[config.mk]
export PLATFORM = sky130hd
export DESIGN_NAME = uart_tx_arbiter
export DESIGN_NICKNAME = d
export VERILOG_FILES = /design/src/rtl/uart_pkg.sv /design/src/rtl/uart_tx_arbiter_rr_picker.sv /design/src/rtl/uart_tx_arbiter.sv
export SDC_FILE = /design/constraint.sdc
export NUM_CORES = 1
export LEC_CHECK = 0
export CAP_MARGIN = 5
export CELL_PAD_IN_SITES_DETAIL_PLACEMENT = 0
export CELL_PAD_IN_SITES_GLOBAL_PLACEMENT = 1
export CORE_ASPECT_RATIO = 0.7
export CORE_MARGIN = 4
export CORE_UTILIZATION = 50
export CTS_CLUSTER_SIZE = 8
export DETAILED_ROUTE_END_ITERATION = 10
export DONT_BUFFER_PORTS = 1
export MAX_ROUTING_LAYER = met4
export PLACE_DENSITY = 0.81
export SLEW_MARGIN = 30
export SYNTH_ARGS = -nofsm -noshare
export SYNTH_HDL_FRONTEND = slang
export SYNTH_HIERARCHICAL = 1
export SYNTH_SLANG_ARGS = --single-unit
export TNS_END_PERCENT = 50
[constraint.sdc]
create_clock -name clk -period 8.38 [get_ports clk]
set_clock_uncertainty 0.05 [all_clocks]
set_input_delay 0 -clock clk [delete_from_list [all_inputs] [get_ports clk]]
set_output_delay 0 -clock clk [all_outputs]
set_load 0.02 [all_outputs]
[src/rtl/uart_pkg.sv]
`default_nettype none
// ============================================================================
//  Module      : uart_pkg
//  Description : Shared definitions for the UART transmit arbiter: FSM state
//                encoding and the default byte width.
//  Revision    : 1.0 - initial release
// ============================================================================
package uart_pkg;

   localparam int DEFAULT_DATA_W = 8;

   // Arbiter FSM: offer a byte, pulse start, then track the transmitter's
   // ready flag falling and rising again before offering the next byte.
   typedef enum logic [1:0] {
      ST_IDLE      = 2'd0,
      ST_ISSUE     = 2'd1,
      ST_WAIT_LOW  = 2'd2,
      ST_WAIT_HIGH = 2'd3
   } arb_state_e;

endpackage : uart_pkg
`default_nettype wire

[src/rtl/uart_tx_arbiter_rr_picker.sv]
`default_nettype none
// ============================================================================
//  Module      : rr_picker
//  Description : Combinational round-robin picker. Returns the first set
//                request at or above ptr_i, wrapping from N-1 back to 0, as
//                a one-hot grant plus its index.
//  Revision    : 1.0 - initial release
// ============================================================================
module rr_picker #(
   parameter int N     = 4,
   parameter int IDX_W = $clog2(N)
) (
   input  logic [N-1:0]     req_i,
   input  logic [IDX_W-1:0] ptr_i,
   output logic [N-1:0]     grant_o,
   output logic [IDX_W-1:0] idx_o,
   output logic             any_o
);

   // Scan offsets from farthest to nearest so the nearest request wins last.
   always_comb begin : p_pick
      int               j;
      logic [IDX_W-1:0] sel;
      grant_o = '0;
      idx_o   = '0;
      any_o   = 1'b0;
      j       = 0;
      sel     = '0;
      for (int k = N - 1; k >= 0; k--) begin
         j = int'(ptr_i) + k;
         if (j >= N) begin
            j = j - N;
         end
         sel = IDX_W'(j);
         if (req_i[sel]) begin
            grant_o      = '0;
            grant_o[sel] = 1'b1;
            idx_o        = sel;
            any_o        = 1'b1;
         end
      end
   end

endmodule : rr_picker
`default_nettype wire

[src/rtl/uart_tx_arbiter.sv]
`default_nettype none
// ============================================================================
//  Module      : uart_tx_arbiter
//  Description : Round-robin arbiter feeding bytes from NUM_REQ requesters
//                into one shared UART transmitter. Optional packet locking
//                is enabled by defining UART_ARB_PKT_LOCK_EN, which adds the
//                req_last input and holds the grant until a packet's last
//                byte has been accepted.
//  Revision    : 1.0 - initial release
// ============================================================================
module uart_tx_arbiter
   import uart_pkg::*;
#(
   parameter  int NUM_REQ = 4,
   parameter  int DATA_W  = DEFAULT_DATA_W,
   localparam int IDX_W   = $clog2(NUM_REQ)
) (
   input  logic                      clk,
   input  logic                      rst,
   input  logic [NUM_REQ-1:0]        req_valid,
   input  logic [NUM_REQ*DATA_W-1:0] req_data,
`ifdef UART_ARB_PKT_LOCK_EN
   input  logic [NUM_REQ-1:0]        req_last,
`endif
   output logic [NUM_REQ-1:0]        req_ready,
   output logic                      tx_start,
   output logic [DATA_W-1:0]         tx_data,
   input  logic                      tx_ready,
   output logic [IDX_W-1:0]          grant_id,
   output logic                      busy
);

   arb_state_e         state_q, state_d;
   logic [IDX_W-1:0]   rr_ptr_q, rr_ptr_d;
   logic [IDX_W-1:0]   grant_id_q, grant_id_d;
   logic [DATA_W-1:0]  tx_data_q, tx_data_d;

   logic [NUM_REQ-1:0] w_pick_req;
   logic [NUM_REQ-1:0] w_pick_gnt;
   logic [IDX_W-1:0]   w_pick_idx;
   logic               w_pick_any;
   logic               w_offer;
   logic               w_accept;
   logic [IDX_W-1:0]   w_ptr_next;

`ifdef UART_ARB_PKT_LOCK_EN
   logic               lock_q, lock_d;
   logic [NUM_REQ-1:0] w_lock_mask;

   // While a packet is open only its owner is presented to the picker.
   assign w_lock_mask = NUM_REQ'(1) << grant_id_q;
   assign w_pick_req  = lock_q ? (req_valid & w_lock_mask) : req_valid;
`else
   assign w_pick_req  = req_valid;
`endif

   rr_picker #(
      .N     (NUM_REQ),
      .IDX_W (IDX_W)
   ) u_rr_picker (
      .req_i   (w_pick_req),
      .ptr_i   (rr_ptr_q),
      .grant_o (w_pick_gnt),
      .idx_o   (w_pick_idx),
      .any_o   (w_pick_any)
   );

   // A byte is offered only while idle and the transmitter reports idle;
   // rst gates the offer so nothing is accepted during reset.
   assign w_offer    = (state_q == ST_IDLE) && tx_ready && !rst;
   assign w_accept   = w_offer && w_pick_any;
   assign req_ready  = w_offer ? w_pick_gnt : '0;
   assign w_ptr_next = (w_pick_idx == IDX_W'(NUM_REQ - 1)) ? '0 : w_pick_idx + 1'b1;

   assign tx_start   = (state_q == ST_ISSUE);
   assign busy       = (state_q != ST_IDLE);
   assign tx_data    = tx_data_q;
   assign grant_id   = grant_id_q;

   // Next-state, capture of the accepted byte and pointer update.
   always_comb begin
      state_d    = state_q;
      rr_ptr_d   = rr_ptr_q;
      grant_id_d = grant_id_q;
      tx_data_d  = tx_data_q;
`ifdef UART_ARB_PKT_LOCK_EN
      lock_d     = lock_q;
`endif
      case (state_q)
         ST_IDLE: begin
            if (w_accept) begin
               state_d    = ST_ISSUE;
               tx_data_d  = req_data[int'(w_pick_idx)*DATA_W +: DATA_W];
               grant_id_d = w_pick_idx;
`ifdef UART_ARB_PKT_LOCK_EN
               // Pointer only moves once the packet's last byte is taken.
               if (req_last[w_pick_idx]) begin
                  lock_d   = 1'b0;
                  rr_ptr_d = w_ptr_next;
               end else begin
                  lock_d   = 1'b1;
               end
`else
               rr_ptr_d   = w_ptr_next;
`endif
            end
         end
         ST_ISSUE: begin
            state_d = ST_WAIT_LOW;
         end
         ST_WAIT_LOW: begin
            // The transmitter may still show ready here; wait for it to drop.
            if (!tx_ready) begin
               state_d = ST_WAIT_HIGH;
            end
         end
         ST_WAIT_HIGH: begin
            if (tx_ready) begin
               state_d = ST_IDLE;
            end
         end
         default: begin
            state_d = ST_IDLE;
         end
      endcase
   end

   // State and datapath registers with asynchronous reset.
   always_ff @(posedge clk or posedge rst) begin
      if (rst) begin
         state_q    <= ST_IDLE;
         rr_ptr_q   <= '0;
         grant_id_q <= '0;
         tx_data_q  <= '0;
`ifdef UART_ARB_PKT_LOCK_EN
         lock_q     <= 1'b0;
`endif
      end else begin
         state_q    <= state_d;
         rr_ptr_q   <= rr_ptr_d;
         grant_id_q <= grant_id_d;
         tx_data_q  <= tx_data_d;
`ifdef UART_ARB_PKT_LOCK_EN
         lock_q     <= lock_d;
`endif
      end
   end

endmodule : uart_tx_arbiter
`default_nettype wire

==> metrics <==
Req. time, crit path 8.46 ns; DRC viols 0; P_leak 0.629 nW; Starting DRT DRC Count 52; outcome completed; # fillers 254; Vias 1106; IO Port Bufs 0; Worst Hold Depth 2; num rows 16; I/O pins 55; critical path capture point type flop; crit-path max FO 19; Yosys top cell area share 0.228; leading area contributor after synthesis dfrtp_1; Routed Antenna Nets 0; Die Ht 54.4 um; Yosys warning count 6; Synth Instances 144; CP cell instances inv_1, ha_1, nor2_1, o221ai_1, o21ai_0, a211oi_4, mux4_2, mux2_2; Synth top cells by count 15 x mux2_2, 14 x dfrtp_1, 13 x ha_1, 13 x nor2_1, 11 x inv_1; chip width 74.3 um; clk slew on worst S/H paths 0.06 ns; diodes inserted 0; first-pass GRT wire length 5020 um; Synth Cell Area 0.00154 sq mm; clock tree root driver cell clkbuf_8; pin count of the biggest net entering global routing 20; flop2flop setup slack 4.37 ns; WS Path Type reg2reg; later-pin clock latency in the skew report 0.24 ns; Tot GR Track Use 0.173; Max Cap Violations 0; drt wl/cell 19.1 um; maximum clock rate 249 MHz; Max VDD drop 164 uV; vias per cell 6.25; setup tns final 0 ns; Hold Startpoint tx_ready; critical path arrival 4.09 ns; Post-Syn Area per Cell 10.7 sq um; crit-path max cell delay 0.85 ns; Bufs on Longest Clock Path 2; Final Power 618 uW; headroom to the max-slew limit 0.476; setup bufs post-CTS 0; Die Footprint 0.00404 sq mm; Final Setup Violations 0; CTS Buf Count 3; Seq/Total Area, Yosys 0.228; initial antenna violation count 0; worst hold-check path type in2reg; period utilisation layout 0.478; unrepaired setup endpoints after global routing false; final net count 194; Routed WL 3390 um; Final Max Slew Viols 0; top cells by area, synth dfrtp_1 23%, mux4_2 13%, mux2_2 11%; grt ovf 0; drt pass-1 iters 4; CTS sink count 14; initial core utilization 0.538; CTS tree yes; Core Region 0.00286 sq mm; Main synth FF type dfrtp_1; number of synthesized flops with an enable pin 0; Synth Register Bits 14; WHS Endpoint state_q[0]; H-tree depth 1; startpoint type of the worst setup path flop; slowest stage cell, crit path dfrtp_1; Final HPWL DP 2680 um; post-synthesis cell type count 38; R2R Path Start rr_ptr_q[0]; Tmin final 4.01 ns; area grow syn2layout 3.25%; Fin. Hold Viols 0; RePlAce Congestion 0.824; r2r endpoint tx_data[4]; Tightest Pin Transition 0.786 ns; share of cells above drive strength 1 0.312; vias in the first global route 1048; cells on worst reg2reg path 8; ys async rst share 1.00; power density over cell area 389 mW/mm^2; synthesized net count 196; Top delay family on crit path compound AO/OA/AOI/OAI gates; count leader, synth mux2_2; crit path buf inv count 1
how the worst max path moves through the flow:
stage,startpoint,endpoint,depth (start not counted)
after floorplan,rr_ptr_q[0],tx_data[0],10
after global placement,rr_ptr_q[0],tx_data[2],8
after detailed placement,rr_ptr_q[0],tx_data[4],8
after CTS,rr_ptr_q[0],tx_data[4],8
after global routing,rr_ptr_q[0],tx_data[2],8
final,rr_ptr_q[0],tx_data[4],8
repair_timing:
action,in CTS,in global routing
hold endpoints to repair,14,0
gates resized for setup,0,0
hold buffers,1,0
layout make-up:
cell class	count	area [sq um]	area share
flip-flops and latches	14	350	0.220
multi-input cells	110	1080	0.680
clock buffers	4	55.1	0.0346
well taps	36	45.0	0.0283
inverters	11	41.3	0.0260
repair buffers	2	17.5	0.0110
where the power goes:
part | switching (mW) | total, mW | internal [mW] | leakage (nW)
sequential | 0.0774 | 0.179 | 0.102 | 0.169
clock | 0.0235 | 0.0651 | 0.0416 | 0.0288
combinational | 0.192 | 0.374 | 0.182 | 0.431
total | 0.293 | 0.618 | 0.325 | 0.629
kinds of logic after synthesis:
logic type,after synthesis,share of synthesized area
flip-flops,14,0.228
buffers and inverters,20,0.0756
adder cells (fa/ha/maj),13,0.106
AO/OA/AOI/OAI,26,0.154
multiplexers,30,0.300
AND/OR/NAND/NOR,41,0.137
flip-flops by register name, summed over array words and instances, names as in the netlist:
register,count
rr_ptr_q,2
grant_id,2
tx_data,8
state_q,2
per-layer routing:
metal / global-route usage / part of all wire / vias to the layer above
met5: - / 0 / -
met4: 0.0266 / 0.0035 / 0
met3: 0.0734 / 0.095 / 2
met2: 0.247 / 0.48 / 37
met1: 0.234 / 0.42 / 541
li1: - / - / 526
per-stage QoR:
step | util | hold slack [ns] | setup WS (ns) | std cells | area (sq um)
after global placement | 0.530 | -0.0903 | 4.42 | 172 | 1520
after floorplan | - | -0.155 | 5.39 | 144 | 1540
after CTS | 0.555 | 0.0291 | 4.34 | 177 | 1590
final | 0.555 | 0.0366 | 4.37 | 177 | 1590
after global routing | 0.555 | 0.0513 | 4.03 | 177 | 1590
after detailed placement | 0.532 | -0.0748 | 4.34 | 172 | 1520
cell usage in the layout, fill, tap and decap left out, drive strengths merged, types with 2 or more instances in the layout:
cell type,Yosys,final
nand3,4,4
ha,13,13
nor2,15,15
mux4,9,9
o211ai,4,4
o221ai,3,3
inv,11,11
and2,5,5
mux2i,4,4
dfrtp,14,14
a41oi,4,4
a21oi,3,3
o31ai,2,2
nand2b,2,2
a31oi,4,4
nand2,9,9
clkbuf,1,4
mux2,17,17
(Power assumes the default switching activity.)
